### config.mk
export PLATFORM = sky130hd
export DESIGN_NAME = i2c_reg_ctrl_flat
export DESIGN_NICKNAME = d
export VERILOG_FILES = /design/src/rtl/i2c_reg_ctrl_if.sv /design/src/rtl/i2c_reg_ctrl.sv /design/src/flat_wrapper.sv
export SDC_FILE = /design/constraint.sdc
export NUM_CORES = 1
export LEC_CHECK = 0
export BUFFER_PORTS_ARGS = -buffer_cell sky130_fd_sc_hd__buf_2
export CAP_MARGIN = 20
export CELL_PAD_IN_SITES_DETAIL_PLACEMENT = 0
export CELL_PAD_IN_SITES_GLOBAL_PLACEMENT = 1
export CORE_MARGIN = 2
export CORE_UTILIZATION = 39
export DETAILED_ROUTE_END_ITERATION = 8
export GPL_TIMING_DRIVEN = 0
export PLACE_DENSITY = 0.88
export SETUP_SLACK_MARGIN = 0.4
export SLEW_MARGIN = 5
export SYNTH_ARGS = -nofsm -noshare
export SYNTH_HDL_FRONTEND = slang
export SYNTH_SLANG_ARGS = --single-unit
### constraint.sdc
create_clock -name clk -period 2.43 [get_ports clk]
set_input_delay 0.486 -clock clk [delete_from_list [all_inputs] [get_ports clk]]
set_output_delay 0.486 -clock clk [all_outputs]
set_load 0.005 [all_outputs]
### src/rtl/i2c_reg_ctrl_if.sv
// Request/response and I2C-master command bus of the register-access controller.
// The slave modport is the controller's view; master is the surrounding system.
interface i2c_reg_ctrl_if;
    logic       req_valid;
    logic       req_ready;
    logic       req_rnw;
    logic [6:0] req_dev;
    logic [7:0] req_reg;
    logic [7:0] req_wdata;

    logic       rsp_valid;
    logic [7:0] rsp_rdata;
    logic       rsp_nak;

    logic [1:0] m_cmd;
    logic [7:0] m_data;
    logic       m_ack;
    logic       m_stb;
    logic [7:0] m_data_in;
    logic       m_ack_in;
    logic       m_ready;

    modport slave (
        input  req_valid, req_rnw, req_dev, req_reg, req_wdata,
        input  m_data_in, m_ack_in, m_ready,
        output req_ready, rsp_valid, rsp_rdata, rsp_nak,
        output m_cmd, m_data, m_ack, m_stb
    );

    modport master (
        output req_valid, req_rnw, req_dev, req_reg, req_wdata,
        output m_data_in, m_ack_in, m_ready,
        input  req_ready, rsp_valid, rsp_rdata, rsp_nak,
        input  m_cmd, m_data, m_ack, m_stb
    );
endinterface

### src/rtl/i2c_reg_ctrl.sv
// Sequences single-register I2C writes and reads as a list of byte-level
// commands handed one at a time to an external I2C master.
//
// state | meaning
// IDLE  | ready for a request
// ISSUE | waiting for m_ready, then strobe the current step
// GAP   | one cycle after the strobe, master status not trusted yet
// WAIT  | waiting for the master to finish the step
// RESP  | one-cycle completion pulse
module i2c_reg_ctrl (
    input  logic           clk,
    input  logic           rst_n,
    i2c_reg_ctrl_if.slave  bus
);
    localparam logic [2:0] ST_IDLE  = 3'd0;
    localparam logic [2:0] ST_ISSUE = 3'd1;
    localparam logic [2:0] ST_GAP   = 3'd2;
    localparam logic [2:0] ST_WAIT  = 3'd3;
    localparam logic [2:0] ST_RESP  = 3'd4;

    localparam logic [1:0] CMD_START = 2'b00;
    localparam logic [1:0] CMD_STOP  = 2'b01;
    localparam logic [1:0] CMD_WRITE = 2'b10;
    localparam logic [1:0] CMD_READ  = 2'b11;

    logic [2:0] state;
    logic [2:0] step;
    logic       ready_q;
    logic       rnw_q;
    logic [6:0] dev_q;
    logic [7:0] reg_q;
    logic [7:0] wdata_q;
    logic       nak_q;
    logic [7:0] rdata_q;
    logic [1:0] cmd_q;
    logic [7:0] data_q;
    logic       ack_q;
    logic       stb_q;

    logic [1:0] step_cmd;
    logic [7:0] step_data;
    logic       step_ack;
    logic [2:0] last_step;
    logic       accept;

    assign last_step = rnw_q ? 3'd6 : 3'd4;
    assign accept    = bus.req_valid && ready_q;

    // Write: START, {dev,0}, reg, wdata, STOP
    // Read:  START, {dev,0}, reg, START, {dev,1}, READ+NACK, STOP
    always_comb begin
        step_cmd  = CMD_STOP;
        step_data = 8'h00;
        step_ack  = 1'b0;
        case (step)
            3'd0: step_cmd = CMD_START;
            3'd1: begin
                step_cmd  = CMD_WRITE;
                step_data = {dev_q, 1'b0};
            end
            3'd2: begin
                step_cmd  = CMD_WRITE;
                step_data = reg_q;
            end
            3'd3: begin
                if (rnw_q) begin
                    step_cmd = CMD_START;
                end else begin
                    step_cmd  = CMD_WRITE;
                    step_data = wdata_q;
                end
            end
            3'd4: begin
                if (rnw_q) begin
                    step_cmd  = CMD_WRITE;
                    step_data = {dev_q, 1'b1};
                end
            end
            3'd5: begin
                if (rnw_q) begin
                    step_cmd = CMD_READ;
                    step_ack = 1'b1;
                end
            end
            default: step_cmd = CMD_STOP;
        endcase
    end

    always_ff @(posedge clk or negedge rst_n) begin
        if (!rst_n) begin
            state   <= ST_IDLE;
            step    <= 3'd0;
            ready_q <= 1'b0;
            rnw_q   <= 1'b0;
            dev_q   <= 7'h00;
            reg_q   <= 8'h00;
            wdata_q <= 8'h00;
            nak_q   <= 1'b0;
            rdata_q <= 8'h00;
            cmd_q   <= CMD_START;
            data_q  <= 8'h00;
            ack_q   <= 1'b0;
            stb_q   <= 1'b0;
        end else begin
            stb_q <= 1'b0;
            case (state)
                ST_IDLE: begin
                    if (accept) begin
                        rnw_q   <= bus.req_rnw;
                        dev_q   <= bus.req_dev;
                        reg_q   <= bus.req_reg;
                        wdata_q <= bus.req_wdata;
                        step    <= 3'd0;
                        nak_q   <= 1'b0;
                        ready_q <= 1'b0;
                        state   <= ST_ISSUE;
                    end else begin
                        ready_q <= 1'b1;
                    end
                end
                ST_ISSUE: begin
                    if (bus.m_ready) begin
                        stb_q  <= 1'b1;
                        cmd_q  <= step_cmd;
                        data_q <= step_data;
                        ack_q  <= step_ack;
                        state  <= ST_GAP;
                    end
                end
                ST_GAP: state <= ST_WAIT;
                ST_WAIT: begin
                    if (bus.m_ready) begin
                        if (cmd_q == CMD_READ) begin
                            rdata_q <= bus.m_data_in;
                        end
                        if (step == last_step) begin
                            state <= ST_RESP;
                        end else begin
                            state <= ST_ISSUE;
                            // A NACKed byte jumps straight to the closing STOP.
                            if (cmd_q == CMD_WRITE && bus.m_ack_in) begin
                                nak_q <= 1'b1;
                                step  <= last_step;
                            end else begin
                                step <= step + 3'd1;
                            end
                        end
                    end
                end
                ST_RESP: begin
                    ready_q <= 1'b1;
                    state   <= ST_IDLE;
                end
                default: state <= ST_IDLE;
            endcase
        end
    end

    assign bus.req_ready = ready_q;
    assign bus.rsp_valid = (state == ST_RESP);
    assign bus.rsp_rdata = rdata_q;
    assign bus.rsp_nak   = nak_q;
    assign bus.m_cmd     = cmd_q;
    assign bus.m_data    = data_q;
    assign bus.m_ack     = ack_q;
    assign bus.m_stb     = stb_q;
endmodule

### src/flat_wrapper.sv
// flat-port wrapper written by rule: the top's interface ports become plain ports
module i2c_reg_ctrl_flat 
  (clk, rst_n, bus_req_valid, bus_req_rnw, bus_req_dev, bus_req_reg, bus_req_wdata, bus_m_data_in, bus_m_ack_in, bus_m_ready, bus_req_ready, bus_rsp_valid, bus_rsp_rdata, bus_rsp_nak, bus_m_cmd, bus_m_data, bus_m_ack, bus_m_stb);
  i2c_reg_ctrl_if bus_i ();
  input  logic clk;
  input  logic rst_n;
  input wire logic [$bits(bus_i.req_valid)-1:0] bus_req_valid;
  input wire logic [$bits(bus_i.req_rnw)-1:0] bus_req_rnw;
  input wire logic [$bits(bus_i.req_dev)-1:0] bus_req_dev;
  input wire logic [$bits(bus_i.req_reg)-1:0] bus_req_reg;
  input wire logic [$bits(bus_i.req_wdata)-1:0] bus_req_wdata;
  input wire logic [$bits(bus_i.m_data_in)-1:0] bus_m_data_in;
  input wire logic [$bits(bus_i.m_ack_in)-1:0] bus_m_ack_in;
  input wire logic [$bits(bus_i.m_ready)-1:0] bus_m_ready;
  output wire logic [$bits(bus_i.req_ready)-1:0] bus_req_ready;
  output wire logic [$bits(bus_i.rsp_valid)-1:0] bus_rsp_valid;
  output wire logic [$bits(bus_i.rsp_rdata)-1:0] bus_rsp_rdata;
  output wire logic [$bits(bus_i.rsp_nak)-1:0] bus_rsp_nak;
  output wire logic [$bits(bus_i.m_cmd)-1:0] bus_m_cmd;
  output wire logic [$bits(bus_i.m_data)-1:0] bus_m_data;
  output wire logic [$bits(bus_i.m_ack)-1:0] bus_m_ack;
  output wire logic [$bits(bus_i.m_stb)-1:0] bus_m_stb;
  assign bus_i.req_valid = bus_req_valid;
  assign bus_i.req_rnw = bus_req_rnw;
  assign bus_i.req_dev = bus_req_dev;
  assign bus_i.req_reg = bus_req_reg;
  assign bus_i.req_wdata = bus_req_wdata;
  assign bus_i.m_data_in = bus_m_data_in;
  assign bus_i.m_ack_in = bus_m_ack_in;
  assign bus_i.m_ready = bus_m_ready;
  assign bus_req_ready = bus_i.req_ready;
  assign bus_rsp_valid = bus_i.rsp_valid;
  assign bus_rsp_rdata = bus_i.rsp_rdata;
  assign bus_rsp_nak = bus_i.rsp_nak;
  assign bus_m_cmd = bus_i.m_cmd;
  assign bus_m_data = bus_i.m_data;
  assign bus_m_ack = bus_i.m_ack;
  assign bus_m_stb = bus_i.m_stb;
  i2c_reg_ctrl u_core (.clk(clk), .rst_n(rst_n), .bus(bus_i));
endmodule
# Word level (Yosys, flattened, before mapping)
# Cells that the tools add are included.
[word_totals] inputBits=37 elab_cells=73 output_inout_bits=23 reg_bits=52
[op_classes] muxes=29 n_eq_ne=17 reduce_logical=13 n_addsub=1
[op_table] cell="8-bit case mux with 4 select lines" n=1
[op_table] cell="3-bit 2-to-1 mux" n=8
[op_table] cell="8-bit 2-to-1 mux" n=2
[op_table] cell="3-bit by 2-bit equality test with 1-bit output, second input constant" n=4
[op_table] cell="3-bit case mux with 4 select lines" n=1
[op_table] cell="2-bit case mux with 5 select lines" n=1
[op_table] cell="3-bit equality test, second input constant" n=3
[op_table] cell="1-bit 2-to-1 mux" n=9
[op_table] cell="2-bit 2-to-1 mux" n=4
[op_table] cell="3-bit by 1-bit equality test with 1-bit output, second input constant" n=2
[op_table] cell="3-bit logical NOT" n=2
[op_table] cell="2-bit inequality test, second input constant" n=3
[op_table] cell="3-bit case mux with 2 select lines" n=1
[op_table] cell="3-bit AND reduction" n=2
[op_table] cell="5-bit AND reduction" n=1
[op_table] cell="2-bit equality test, second input constant" n=2
[op_table] cell="2-bit by 1-bit inequality test with 1-bit output, second input constant" n=2
[op_table] cell="1-bit case mux with 2 select lines" n=2
[op_table] cell="2-bit AND reduction" n=2
[op_table] cell="4-bit AND reduction" n=1
[op_table] cell="2-bit nonzero test" n=2
[op_table] cell="3-bit by 1-bit adder with 3-bit output, second input constant" n=1
[op_table] cell="3-bit equality test" n=1
[op_table] cell="1-bit logical AND" n=2
[op_table] cell="2-bit OR reduction" n=1

# Longest topological paths before layout
# Gate-level depths: netlist (run 1).
[logic_depth] word_depth=6 depth_mapped=8 ltp_nobuf=6

# Worst setup path after synthesis (run 1)
# OpenSTA, ideal clock, no wires.
[synth_path] path_type="register to register" startpoint="register u_core.step[2]" endpoint="register u_core.data_q[1] (netlist: u_core.bus.m_data[1])" required_time_ns=2.297 t_arrival_ns=1.547 setup_time_ns=0.133 setup_slack_ns=0.750 path_stages_with_launch=9 path_buffers=2 period_less_slack_ns=1.680 path_cell_list="dfrtp_1 > clkbuf_1 > inv_1 > ha_1 > nor2b_1 > clkbuf_1 > a22o_1 > a21oi_1 > o21ai_0"
[synth_via] elab_chain_cells=2 word_cells_on_any_way=5 classes_between="eq/ne (4); mux (1)"
[synth_rtl] item="start: declaration" line="i2c_reg_ctrl.sv:27" source="logic [2:0] step;"
[synth_rtl] item="start signal: assignment" line="i2c_reg_ctrl.sv:143" source="step <= last_step;"
[synth_rtl] item="start signal: assignment" line="i2c_reg_ctrl.sv:145" source="step <= step + 3'd1;"
[synth_rtl] item="3-bit equality test (tied with other cells)" line="i2c_reg_ctrl.sv:55" source="case (step)"
[synth_rtl] item="8-bit case mux with 4 select lines (*)" line="i2c_reg_ctrl.sv:55"
[synth_rtl] item="end signal: assignment" line="i2c_reg_ctrl.sv:125" source="data_q <= step_data;"
[synth_rtl] item="end: declaration" line="i2c_reg_ctrl.sv:36" source="logic [7:0] data_q;"
# Mark *: on every way between the ends. The rest lies on a longest branch, timed or not.
# A chain may end at the register's enable or synchronous reset.

# Worst setup path in the final report (run 1)
[layout_path] startpoint="register u_core.step[1]" endpoint="register u_core.data_q[3] (netlist: u_core.bus.m_data[3])"
# Same word-level chain as after synthesis.

==> impl.org, run 1 <==
** Route
- Across all layers, the routed design uses 1798 vias.
- Detailed Route WL :: around 4900 µm
- The routed design uses 249 µm of met3 wire.
- Count of TritonRoute iterations in the first routing pass :: 4
- The first routing iteration left 90 violations.
- In the routed design, unresolved DRC markers number 0.
- In the routed layout, each cell is associated on average with a via count of roughly 4.7.
- Highest metal layer used by the detailed router :: met4
- For this block, wires on met1 add up to 2300 µm.
- Dividing the detail-routed wire length by the instance count gives roughly 13 µm.
- Met2 wire length :: 2340 µm
- Final ANT Viol Nets :: 0

** CTS
- TritonCTS built the clock tree.
- The clock reaches the later pin of the worst-skew pair after 0.30 ns.
- CTS Root Buffer Type :: clkbuf_8
- After clock tree synthesis, the setup repair step added 0 buffers.
- Level count of the clock H-tree :: 2
- CTS Hold Buffers Added :: 0
- Number of buffers on the longest clock path :: 2
- Clock transition at path regs :: 0.09 ns
- Buffers inserted during clock tree synthesis total 5.
- Clock Sink Count :: 52

** Synth
- Counting flops with a built-in enable in the synthesized netlist gives 0.
- For this run, the leading register cell type out of synthesis is dfrtp_1.
- A synthesized cell averages 9.69 µm².
- Yosys cell types :: 36
- Count of mapped cells out of synthesis :: 240
- After synthesis, the share of flip-flops with an asynchronous set or reset is 1.00.
- Number of synthesized register bits :: 52
- The share of the Yosys chip area taken by registers is 0.560.
- When the netlist entered floorplanning its net count stood at 283.
- The mapped netlist covers 2320 µm².
- The Yosys step of the flow raised 0 warnings.

** STA
- Hold is met by 0.148 ns.
- Headroom to the max-slew limit :: 0.658
- RSZ-0062 raised after global routing :: false
- Final-layout setup total negative slack :: 0 ns
- Derived from the worst setup path, the maximum achievable clock frequency is 547 MHz.
- Subtracting the final worst setup slack from the clock period gives 1.83 ns.
- Total of endpoints with negative setup slack in the final report :: 0
- Worst path setup slack after routing :: between 0.6 and 0.7 ns
- Number of hold violations in the final report :: 0
- Transition at the pin with the smallest max-transition slack :: slightly above 0.5 ns
- Worst clock skew :: 0.00477 ns
- In the finished design, the share of the clock period the worst path needs comes to 0.753.
- The final-report max-slew violation count is 0.

** Run status
- The flow ran to the end, and the final reports show no timing, DRC or antenna violations.

** Cells and area
- The area growth from synthesis to layout is 23.3%.
- Summing all multi-input logic gate instances after layout gives 946 µm².
- Diodes inserted :: 0
- Leaving out fill and tap cells, the most frequent cell in the layout is nand2_1.
- Total Nets Final :: 350
- Util after Layout :: 0.490
- FF+latch area :: around 1300 µm²
- Post-route standard cell area excluding fillers :: 2870 µm²
- The finished layout holds approximately 380 standard cells, fillers aside.
- Leaving out fill and tap cells, the most frequent cells in the layout are nand2_1 (89), buf_2 (63), dfrtp_1 (52).
- Number of filler cells placed in the layout :: about 590
- Share of final-layout standard cells stronger than drive strength 1 :: 0.289

** Placed design
- In this run the tool buffered the top-level ports with 59 buffer cells.
- Once detailed placement completed, the half-perimeter wirelength came to 3720 µm.
- Routability-driven placement finished with a final weighted congestion of between 0.8 and 0.9.
- Setup slack after placement :: 0.389 ns
- Summing all placed instances gives a cell area of 2730 µm².
- Placed Cells :: 375

** Pwr
- For this design the ratio of total power to cell area is 1150 nW/µm².
- The internal portion of the total power is 2.13 mW.
- Part of the power in the clock network :: 0.193
- The share of total power dissipated in combinational logic is 0.362.
- The share of total power dissipated in sequential elements is 0.445.
- The worst-case IR drop observed on VDD is approximately 0.42 mV.
- In this run the static leakage power is 1.50 nW.
- For this design the total switching power over the nets is 1.18 mW.
- The design draws 3.31 mW.
- Sw Ratio :: 0.355

** Setup path
- For the worst setup path, the data required time is 2.61 ns.
- The number of buffers and inverters on the critical path is 1.
- In this design, the stage delay of the slowest critical-path cell is 0.45 ns.
- Cell breakdown of the critical path :: ha_1, ha_2, nor2b_1, clkbuf_2, a22o_1, a21oi_1, o21ai_0
- Master of the slowest instance on the critical path :: dfrtp_1
- The worst setup path is captured at a register.
- Along the worst path, the maximum fanout reaches 7.
- Type of the worst setup path :: reg -> reg
- Data on the critical path arrives at its endpoint at 2.01 ns.
- CP delay by family, top :: compound AO/OA/AOI/OAI gates
- Critical path startpoint category :: register

** Worst hold path
- The min-delay analysis places its worst path in the category in -> async.

** Global route
- The first global-routing pass estimated between 7000 and 8000 µm of wire.
- The initial antenna violation count is 0.
- All-Layer GR Usage :: 0.157
- Remaining Overflow, GRT :: 0
- Via count of the first global-routing pass :: 1649
- Maximum number of pins on one net before global-route repair :: 32

** Floorplan
- Row count :: 28
- Pin placement for this block handled 60 I/O pins.
- Chip Height :: 81.2 µm
- The floorplan step defined a die boundary enclosing 6590 µm².
- Die Span X :: roughly 81 µm
- Effective utilization at floorplan :: 0.397
- Core footprint :: just under 6000 µm²

** Job
- Across the run, the number of max-cap violations was 0.
[flip-flops by register name, summed over array words and instances (netlist names)]
name and cells:
u_core.bus.rsp_nak 1, u_core.step 3, u_core.wdata_q 8, u_core.dev_q 7, u_core.bus.req_ready 1, u_core.rnw_q 1, u_core.bus.m_ack 1, u_core.bus.m_cmd 2
u_core.bus.m_stb 1, u_core.reg_q 8, u_core.bus.m_data 8, u_core.bus.rsp_rdata 8, u_core.state 3
[cell usage after synthesis, types with 2 or more instances]
| cell type | count | share of area |
|---|---|---|
| clkbuf_1 | 5 | 0.0081 |
| mux2_2 | 8 | 0.039 |
| buf_6 | 2 | 0.0097 |
| mux2i_1 | 2 | 0.0086 |
| nor3_1 | 2 | 0.0043 |
| o21ai_0 | 11 | 0.024 |
| nand3_1 | 2 | 0.0043 |
| dfrtp_1 | 52 | 0.56 |
| inv_1 | 5 | 0.0081 |
| a22o_1 | 7 | 0.026 |
| ha_1 | 6 | 0.032 |
| nor2_1 | 11 | 0.018 |
| buf_2 | 4 | 0.0086 |
| nand2_1 | 89 | 0.14 |
| nor2b_1 | 3 | 0.0081 |
| a21oi_1 | 11 | 0.024 |
[kinds of logic (layout without fill, tap and decap cells)]
kind of cell	count (synthesis)	after routing	synth area share
AND/OR/NAND/NOR	116	116	0.213
buffers and inverters	16	84	0.0344
flip-flops	52	52	0.560
AO/OA/AOI/OAI	38	38	0.106
XOR/XNOR	2	2	0.00754
multiplexers	10	10	0.0474
adder cells (fa/ha/maj)	6	6	0.0323
[worst paths after layout]
path                                 startpoint                    to  slack (ns)  depth (start not counted)
setup / recovery                 u_core.step[1]  u_core.bus.m_data[3]        0.60                          7
hold / removal                            rst_n       u_core.dev_q[6]        0.15                          1
setup reg to reg                 u_core.step[1]  u_core.bus.m_data[3]        0.60                          7
hold reg to reg            u_core.bus.m_data[5]  u_core.bus.m_data[5]        0.48                          2
max in group asynchronous                 rst_n     u_core.wdata_q[6]        1.75                          2
min in group clk                 bus_req_reg[4]       u_core.reg_q[4]        0.37                          3
[power by group through the flow]
| stage | sequential, mW | combinational [mW] | clock [mW] |
|---|---|---|---|
| finish | 1.47 | 1.20 | 0.638 |
| global route | 1.52 | 1.37 | 0.687 |
| CTS | 1.47 | 1.21 | 0.650 |
| detailed placement | 1.49 | 1.20 | 0 |
| global placement | 1.47 | 1.17 | 0 |
| floorplan | 1.46 | 0.795 | 0 |
[timing repair]
action | CTS | global route
resized for setup | 1 | 3
setup endpoints to repair | 5 | 7
cloned | 0 | 0
[layer usage]
layer  up-vias  global-route usage
met5         -                   0
met4         0              0.0458
met3         2              0.0344
met2        39               0.250
met1       827               0.217
li1        930                   -
[area by class of cell]
type / instances / area share
inverters: 5 / 0.00655
repair buffers: 60 / 0.110
plain buffers: 11 / 0.0223
clock inverters: 1 / 0.0105
well taps: 75 / 0.0328
clock buffers: 7 / 0.0336
flip-flops and latches: 52 / 0.454
multi-input cells: 172 / 0.330
Note: power is estimated with default switching activity, not from simulation.
==> run 2, diff against run 1 <==
CORE_UTILIZATION = 35   (was 39)
PLACE_DENSITY = 0.84   (was 0.88)
clock period = 1.59 ns   (was 2.43 ns; I/O delays follow)
==> impl.org, run 2 (synthesis gave the netlist of run 1 again) <==
** STA
- The transition time of the tightest slew-check pin is 0.608 ns (was 0.514 ns).
- The max-slew headroom at the worst pin was 0.594 (was 0.658).
- Final Critical Period :: 1.58 ns (was 1.83 ns)
- The final-report max-slew violation count was 0 (unchanged).
- Number of hold violations in the final report :: 0 (unchanged)
- The accumulated negative setup slack was 0 ns (unchanged).
- Total of endpoints with negative setup slack in the final report :: 0 (unchanged)
- The highest clock rate came to 633 MHz (was 547 MHz).
- The worst clock skew on the final layout was 0.00961 ns (was 0.00477 ns).
- RSZ-0062 raised after global routing :: true (was false)
- Final period util :: 0.994 (was 0.753)

** Route
- DRC viols :: 0 (unchanged)
- The overall routed net length is 5950 µm (was 4920 µm).
- Via count :: 2000 (was 1798)
- The count of antenna-violating nets left after detailed routing was 0 (unchanged).
- The number of DRC markers in iteration 0 is 67 (was 90).
- The vias per cell was 4.84 (was 4.69).
- Avg WL per Cell :: 14.4 µm (was 12.9 µm)
- Count of TritonRoute iterations in the first routing pass :: 4 (unchanged)

** Placed design
- The number of I/O port buffers is 59 (unchanged).
- Final RePlAce weighted congestion :: 0.837 (was 0.801)
- The post-placement cell count is 377 (was 375).
- The post-detailed-placement half-perimeter wirelength is 3840 µm (was 3720 µm).

** Pwr
- Sw Ratio :: 0.376 (was 0.355)
- The relative contribution of sequential cells to total power is 0.378 (was 0.445).
- The clock share of power was 0.123 (was 0.193).
- Power Dens Cells :: 1740 nW/µm² (was 1150 nW/µm²)
- The internal power is 3.98 mW (was 2.13 mW).
- Power Total :: 6.37 mW (was 3.31 mW)
- The share of power burned in combinational logic came to 0.498 (was 0.362).
- The cell leakage power is 1.76 nW (was 1.50 nW).
- Maximum vdd drop :: 0.859 mV (was 0.424 mV)
- Power spent charging and discharging nets :: 2.39 mW (was 1.18 mW)

** Global route
- Global-route wire length before repair :: 9540 µm (was 7910 µm)
- The leftover overflow at the end of global routing came to 0 (unchanged).
- All-Layer GR Usage :: 0.167 (was 0.157)
- Maximum number of pins on one net before global-route repair :: 29 (was 32)
- Via count of the first global-routing pass :: 1940 (was 1649)
- Initial antenna violation count :: 0 (unchanged)

** Floorplan
- The row count was 29 (was 28).
- The die footprint was 7310 µm² (was 6590 µm²).
- Core footprint :: 6390 µm² (was 5850 µm²)
- The starting density of the core came to 0.364 (was 0.397).
- The height of the chip came to 85.5 µm (was 81.2 µm).
- Die Span X :: 85.5 µm (was 81.2 µm)
- I/O pin cnt :: 60 (unchanged)

** Cells and area
- The share of the core filled with cells came to 0.572 (was 0.490).
- The antenna cell count was 0 (unchanged).
- The area used by multi-input combinational logic was 1310 µm² (was 946 µm²).
- Area delta synth->final :: 57.3% (was 23.3%)
- Share of final-layout standard cells stronger than drive strength 1 :: 0.565 (was 0.289)
- Most common cell after layout, fill and taps aside :: buf_2 (was nand2_1)
- The final net count was 378 (was 350).
- Fin cells :: 413 (was 383)
- FF+latch area :: 1310 µm² (was 1300 µm²)
- The fill cell total of the finished layout is 562 (was 585).
- Most frequent cells in the layout :: buf_2 (57), nand2_1 (55), dfrtp_1 (47), nand2_2 (26), buf_6 (13) (was nand2_1 (89), buf_2 (63), dfrtp_1 (52))

** Run status
- Run status: finished clean (unchanged).

** CTS
- Clock tree from TritonCTS :: built (unchanged)
- The clock root buffer master is clkbuf_8 (unchanged).
- CTS Hold Buffers Added :: 0 (unchanged)
- The depth of the CTS H-tree came to 2 (unchanged).
- The number of clock sinks was 52 (unchanged).
- The worst-case clock buffer depth came to 2 (unchanged).
- The register clock-pin slew on the reported worst setup and hold paths is 0.09 ns (about the same).
- Worst skew pair latency :: 0.31 ns (was 0.30 ns)
- TritonCTS buffer count :: 5 (unchanged)

** Setup path
- The reg-to-reg endpoint is u_core.bus.m_data[3] (unchanged).
- The end point of the critical path is u_core.bus.m_data[3] (unchanged).
- The category of the worst setup path launch point is a register (unchanged).
- Type of the worst setup path :: reg -> reg (unchanged)
- The critical register-to-register path startpoint was u_core.step[0] (was u_core.step[1]).
- The worst setup path startpoint is u_core.step[0] (was u_core.step[1]).
- The required time of the critical path was 1.79 ns (was 2.61 ns).
- The endpoint type of the worst setup path was a register (unchanged).
- The maximum fanout encountered on the critical timing path is 7 (unchanged).
- The arrival time of the worst setup path came to 1.78 ns (was 2.01 ns).
- Number of cells on the worst reg-to-reg path :: 7 (unchanged)
- Flop2flop setup slack :: 0.009 ns (was 0.60 ns)

** Job
- The max-cap check violation count was 0 (unchanged).

** Worst hold path
- The worst min-delay path class was in -> async (unchanged).
run 2: cell types whose count changed in the layout (fill, tap and decap cells not counted), sizes merged:
| cell | change |
|---|---|
| buf | +31 |
| clkinvlp | +1 |
| clkbuf | -3 |
| bufinv | -1 |
run 2: final cells by class:
type                    instances  area share
clock buffers                   7      0.0236
multi-input cells             172       0.359
repair buffers                 88       0.184
plain buffers                  11      0.0414
clock inverters                 1     0.00205
well taps                      77      0.0264
inverters                       5     0.00582
flip-flops and latches         52       0.358
run 2: worst min path at each step:
stage / slack, ns / endpoint / cells after the start
finish: 0.02 / u_core.wdata_q[3] / 1
global route: 0.04 / u_core.wdata_q[3] / 1
CTS: 0.02 / u_core.wdata_q[3] / 1
detailed placement: 0.36 / u_core.state[1] / 1
global placement: 0.45 / u_core.reg_q[0] / 2
floorplan: 0.02 / u_core.bus.m_ack / 0
run 2: power groups by stage:
| stage | clock (mW) | combinational [mW] | sequential (mW) |
|---|---|---|---|
| 2_1_floorplan | 0 | 1.37 | 2.27 |
| 3_3_place_gp | 0 | 1.97 | 2.30 |
| 3_5_place_dp | 0 | 2.01 | 2.32 |
| 4_1_cts | 0.809 | 2.87 | 2.35 |
| 5_1_grt | 0.858 | 3.47 | 2.49 |
| 6_report | 0.787 | 3.18 | 2.41 |
run 2: metal layers:
layer  track usage  part of all wire  up-vias
li1              -                 -      992
met1         0.230              0.46      961
met2         0.277              0.49       41
met3        0.0212             0.041        6
met4        0.0476             0.012        0
met5             0                 0        -
run 2: repair_timing:
item / in CTS / in global routing
pin swaps: 27 / 24
setup buffers: 19 / 5
gates cloned: 4 / 0
setup endpoints to repair: 52 / 54
resized for setup: 85 / 35
run 2: metrics by stage:
step / worst slack [ns] / hold slack [ns] / cell area (µm²)
after floorplan: 0.0915 / 0.0224 / 2430
after global placement: -0.115 / 0.453 / 2820
after detailed placement: -0.140 / 0.363 / 2840
after CTS: -0.00910 / 0.0240 / 3480
after global routing: -0.0382 / 0.0422 / 3660
final: 0.00903 / 0.0151 / 3660
run 2: critical path, stage by stage, from the launching register on:
cell	delay (ns)
dfrtp_2	0.47
ha_4	0.19
ha_4	0.15
nor2b_4	0.12
buf_8	0.14
a22o_1	0.19
a21oi_2	0.14
o21ai_1	0.08
